File: src/rtl/fifo_drain_serializer.sv
// Pops words from a FWFT FIFO and emits them as RATIO OUT_WIDTH-bit slices, LSB slice first.
// Latency: one cycle from pop to first valid slice; back-to-back words stream without bubbles.
// Backpressure: slices hold stable while m_ready is low; no pop happens until the held word's last slice is accepted.
module fifo_drain_serializer #(
    parameter int DATA_WIDTH = 8,
    parameter int OUT_WIDTH  = 2,
    parameter int CNT_WIDTH  = 16
) (
    input  logic                  clk,
    input  logic                  rst_n,
    input  logic                  fifo_empty,
    input  logic [DATA_WIDTH-1:0] fifo_rd_data,
    output logic                  fifo_rd_en,
    output logic [OUT_WIDTH-1:0]  m_data,
    output logic                  m_valid,
    input  logic                  m_ready,
    output logic                  m_last,
    output logic                  busy,
    output logic [CNT_WIDTH-1:0]  word_count
);

    localparam int RATIO = DATA_WIDTH / OUT_WIDTH;
    localparam int SCW   = (RATIO > 1) ? $clog2(RATIO) : 1;
    localparam logic [SCW-1:0] LAST_SLICE = SCW'(RATIO - 1);

    typedef enum logic {
        IDLE = 1'b0,
        SEND = 1'b1
    } state_t;

    state_t                state;
    logic [DATA_WIDTH-1:0] shift_reg;
    logic [SCW-1:0]        slice_cnt;
    logic                  accept;
    logic                  final_accept;

    assign accept       = m_valid & m_ready;
    assign final_accept = accept & (slice_cnt == LAST_SLICE);
    // Gated by rst_n so a non-empty FIFO is never popped while the block is held in reset.
    assign fifo_rd_en   = rst_n & ~fifo_empty & ((state == IDLE) | final_accept);
    assign m_data       = shift_reg[OUT_WIDTH-1:0];
    assign busy         = (state == SEND);

    always_ff @(posedge clk or negedge rst_n) begin
        if (!rst_n) begin
            state      <= IDLE;
            shift_reg  <= '0;
            slice_cnt  <= '0;
            m_valid    <= 1'b0;
            m_last     <= 1'b0;
            word_count <= '0;
        end else begin
            if (final_accept) begin
                word_count <= word_count + CNT_WIDTH'(1);
            end

            if (fifo_rd_en) begin
                state     <= SEND;
                shift_reg <= fifo_rd_data;
                slice_cnt <= '0;
                m_valid   <= 1'b1;
                m_last    <= 1'b0;
            end else if (final_accept) begin
                state     <= IDLE;
                shift_reg <= '0;
                slice_cnt <= '0;
                m_valid   <= 1'b0;
                m_last    <= 1'b0;
            end else if (accept) begin
                shift_reg <= shift_reg >> OUT_WIDTH;
                slice_cnt <= slice_cnt + SCW'(1);
                m_last    <= ((slice_cnt + SCW'(1)) == LAST_SLICE);
            end
        end
    end

endmodule
File: config.mk
export PLATFORM = sky130hd
export DESIGN_NAME = fifo_drain_serializer
export DESIGN_NICKNAME = d
export VERILOG_FILES = /design/src/rtl/fifo_drain_serializer.sv
export SDC_FILE = /design/constraint.sdc
export NUM_CORES = 1
export LEC_CHECK = 0
export BUFFER_PORTS_ARGS = -buffer_cell sky130_fd_sc_hd__buf_2
export CAP_MARGIN = 10
export CORE_MARGIN = 10
export CORE_UTILIZATION = 45
export CTS_CLUSTER_SIZE = 20
export DETAILED_ROUTE_END_ITERATION = 10
export PLACE_DENSITY_LB_ADDON = 0.05
export SETUP_SLACK_MARGIN = 0.1
export SLEW_MARGIN = 0
export SYNTH_ARGS = -nofsm -noshare
export SYNTH_HDL_FRONTEND = slang
export SYNTH_SLANG_ARGS = --single-unit
File: constraint.sdc
create_clock -name clk -period 1.59 [get_ports clk]
set_input_delay 0.159 -clock clk [delete_from_list [all_inputs] [get_ports clk]]
set_output_delay 0.159 -clock clk [all_outputs]
set_load 0.005 [all_outputs]
==> impl_metrics.toml <==
[sta]
setup_ws_ns = 0.0895
fin_crit_sh_pct = 94.4
setup_viol = 0
fmax_mhz = 666
hold_violations = 0
drv_slew = 0
slew_headroom_pct = 75.2
clock_skew_ns = 0.00238
period_needed_ns = 1.50
worst_pin_slew_ns = 0.372
rsz0062_at_grt = "yes"

[die]
start_util_pct = 47.4
rows = 20
io_pins = 34
die_h_um = 76.7
core_sq_um = 3050
die-area_sq_um = 5880
dieWidth_um = 76.7

[worst_setup_path]
cp_slowest_stage_delay_ns = 0.45
crit_slowest_cell = "dfrtp_1"
critPathTopFamily = "flip-flops"
cp_cell_sequence = "ha_4 -> buf_4 -> and2_2 -> nand2_2 -> mux2_2"
start_kind = "flop"
crit_fanout = 4
path_buf_inv = 1
arrival_ns = 1.74
critPathKind = "reg2reg"
crit_required_ns = 1.83
end_kind = "flop"

[clock_tree]
cts_root_buffer = "clkbuf_4"
cts_sinks = 28
cts.htree.levels = 1
cts_buffer_depth = 2
cts_tree = "done"
clkTransAtPathRegs_ns = 0.15
cts_buffers = 3
insertion_delay_ns = 0.33

[power_and_ir_drop]
power.total_mw = 2.41
p_per_area_nw_per_um2 = 1280
p_leak_nw = 0.961
irDropWorstVdd_uv = 496

[logic_synthesis]
syn_area_sq_um = 1450
yosysTopAreaCell = "dfrtp_1"
synthArstFlopShare_pct = 100
syn_area_per_cell_sq_um = 10.6
synth_seq_cells = 28
synthTopCellsByCount = "28 x dfrtp_1, 21 x nand2_1, 10 x o21ai_0"
synth_nets = 151
yosys_warnings = 0
synth_edf_count = 0
synthMostInstantiatedCell = "dfrtp_1"
yosys-top-cells-area = "dfrtp_1 48%, nand2_1 5.4%, xnor2_1 5.4%"
yosysTopAreaCellShare_pct = 48.4
ys.flop_type = "dfrtp_1"
synthCells = 136
yosysUniqueCellTypes = 28
synth_seq_area_share_pct = 48.4

[global_route]
first_global_vias = 1217
grt.overflow.total = 0
grt_antenna_before_repair = 0
grt_pass1_wl_um = 5670
grt.total_usage_pct = 11.4
grt_max_degree = 26

[flow_run]
drv_cap = 0

[placement]
portBuffers = 33
gp_congestion = 0.777
dpl.hpwl_um = 2320
place_area_sq_um = 1670
pre_cts_slack_ns = 0.0438

[route]
drt_pass1_iterations = 4
vias = 1193
wl_um = 3430
drc = 0
routedWlPerCell_um = 15.0
drt_iter0_drc = 67
routed_via_density = 5.21
antenna_left = 0

[finish]
diodes = 0
fill_cells = 296
nNetsFinal = 201
drive_above_1_share_pct = 40.0
multi_input_area_sq_um = 741
largest_reg_flops = 16
layout.area.seq_sq_um = 704
final_util_pct = 61.3
final_area_sq_um = 1870
layout-area-overhead-vs-synth_pct = 29.4

[outcome]
outcome = "finished, final reports clean"

[hold_path]
hold_path.class = "in2reg"
==> report_power, final <==
part	internal [mW]	switching, mW	leakage, nW
sequential	0.884	0.156	0.369
clock	0.140	0.216	0.0210
combinational	0.520	0.489	0.571
total	1.54	0.861	0.961
==> kinds of logic after synthesis <==
logic type | after synthesis | share of synthesized area [%]
mux | 7 | 4.93
fa+ha+maj | 3 | 2.60
xor+xnor | 15 | 9.08
buf+inv | 10 | 3.72
compound gates | 27 | 12.5
simple gates | 46 | 18.8
flops | 28 | 48.4
==> metal layers <==
| metal | vias up | share of wire [%] | track usage, % |
|---|---|---|---|
| li1 | 576 | - | - |
| met1 | 591 | 42 | 12.6 |
| met2 | 21 | 51 | 20.2 |
| met3 | 5 | 6.4 | 3.26 |
| met4 | 0 | 1.5 | 4.46 |
| met5 | - | 0 | 0 |
==> worst min-delay path: cells and delay by family <==
family / cells / cell delay (ns)
AOI/OAI and AO/OA: 2 / 0.12
buffers and inverters: 1 / 0.08
==> path summary, 6_finish.rpt <==
check	to	slack [ns]	cells past startpoint	startpoint
min in group asynchronous	slice_cnt[1]$_DFFE_PN0P_	0.27	2	rst_n
max in group asynchronous	word_count[6]$_DFFE_PN0P_	0.69	3	rst_n
hold / removal	shift_reg[5]$_DFFE_PN0P_	0.06	3	fifo_rd_data[5]
hold reg to reg	word_count[15]$_DFFE_PN0P_	0.48	1	word_count[15]$_DFFE_PN0P_
setup reg to reg	word_count[1]$_DFFE_PN0P_	0.09	5	slice_cnt[0]$_DFFE_PN0P_
setup / recovery	word_count[1]$_DFFE_PN0P_	0.09	5	slice_cnt[0]$_DFFE_PN0P_
==> what timing repair did <==
action                                  CTS  global route
pin swaps                                 2             8
hold endpoints to repair                 28             0
cloned                                    0             0
endpoints found under the setup margin    9            17
hold buffers                              1             0
gates resized for setup                   7            16
buffers inserted                          4             8
==> cell type report <==
cell class / count / share of cell area (%)
sequential: 28 / 37.6
clock buffer: 4 / 1.94
inverter: 2 / 0.401
multi-input combinational: 98 / 39.6
tap: 44 / 2.94
timing repair buffer: 53 / 17.5
==> layout by cell type (no fill, tap or decap), types with 2 or more instances in the layout <==
master and count:
buf_6 2, dfrtp_2 3, nor2b_1 4, nand3_1 5, o21ai_1 6, xor2_1 6
dfrtp_1 25, nand4_1 3, clkbuf_4 3, inv_1 2, nand2_2 2, a21oi_1 2
mux2i_1 6, xnor2_1 9, a22oi_1 5, buf_2 32, o21ai_0 4, nand2_1 18
a22o_1 6, buf_4 18, nor2_1 4, nor4_4 2, a32oi_1 2
==> per-stage QoR <==
stage	instances	hold WS [ns]	TNS, ns
final	229	0.0586	0
after detailed placement	212	0.00357	0
after floorplan	136	-0.137	0
after CTS	221	0.0488	0
after global routing	229	0.0569	-0.000700
after global placement	212	-0.00343	0
No activity file was read; power rests on OpenSTA's default activity.
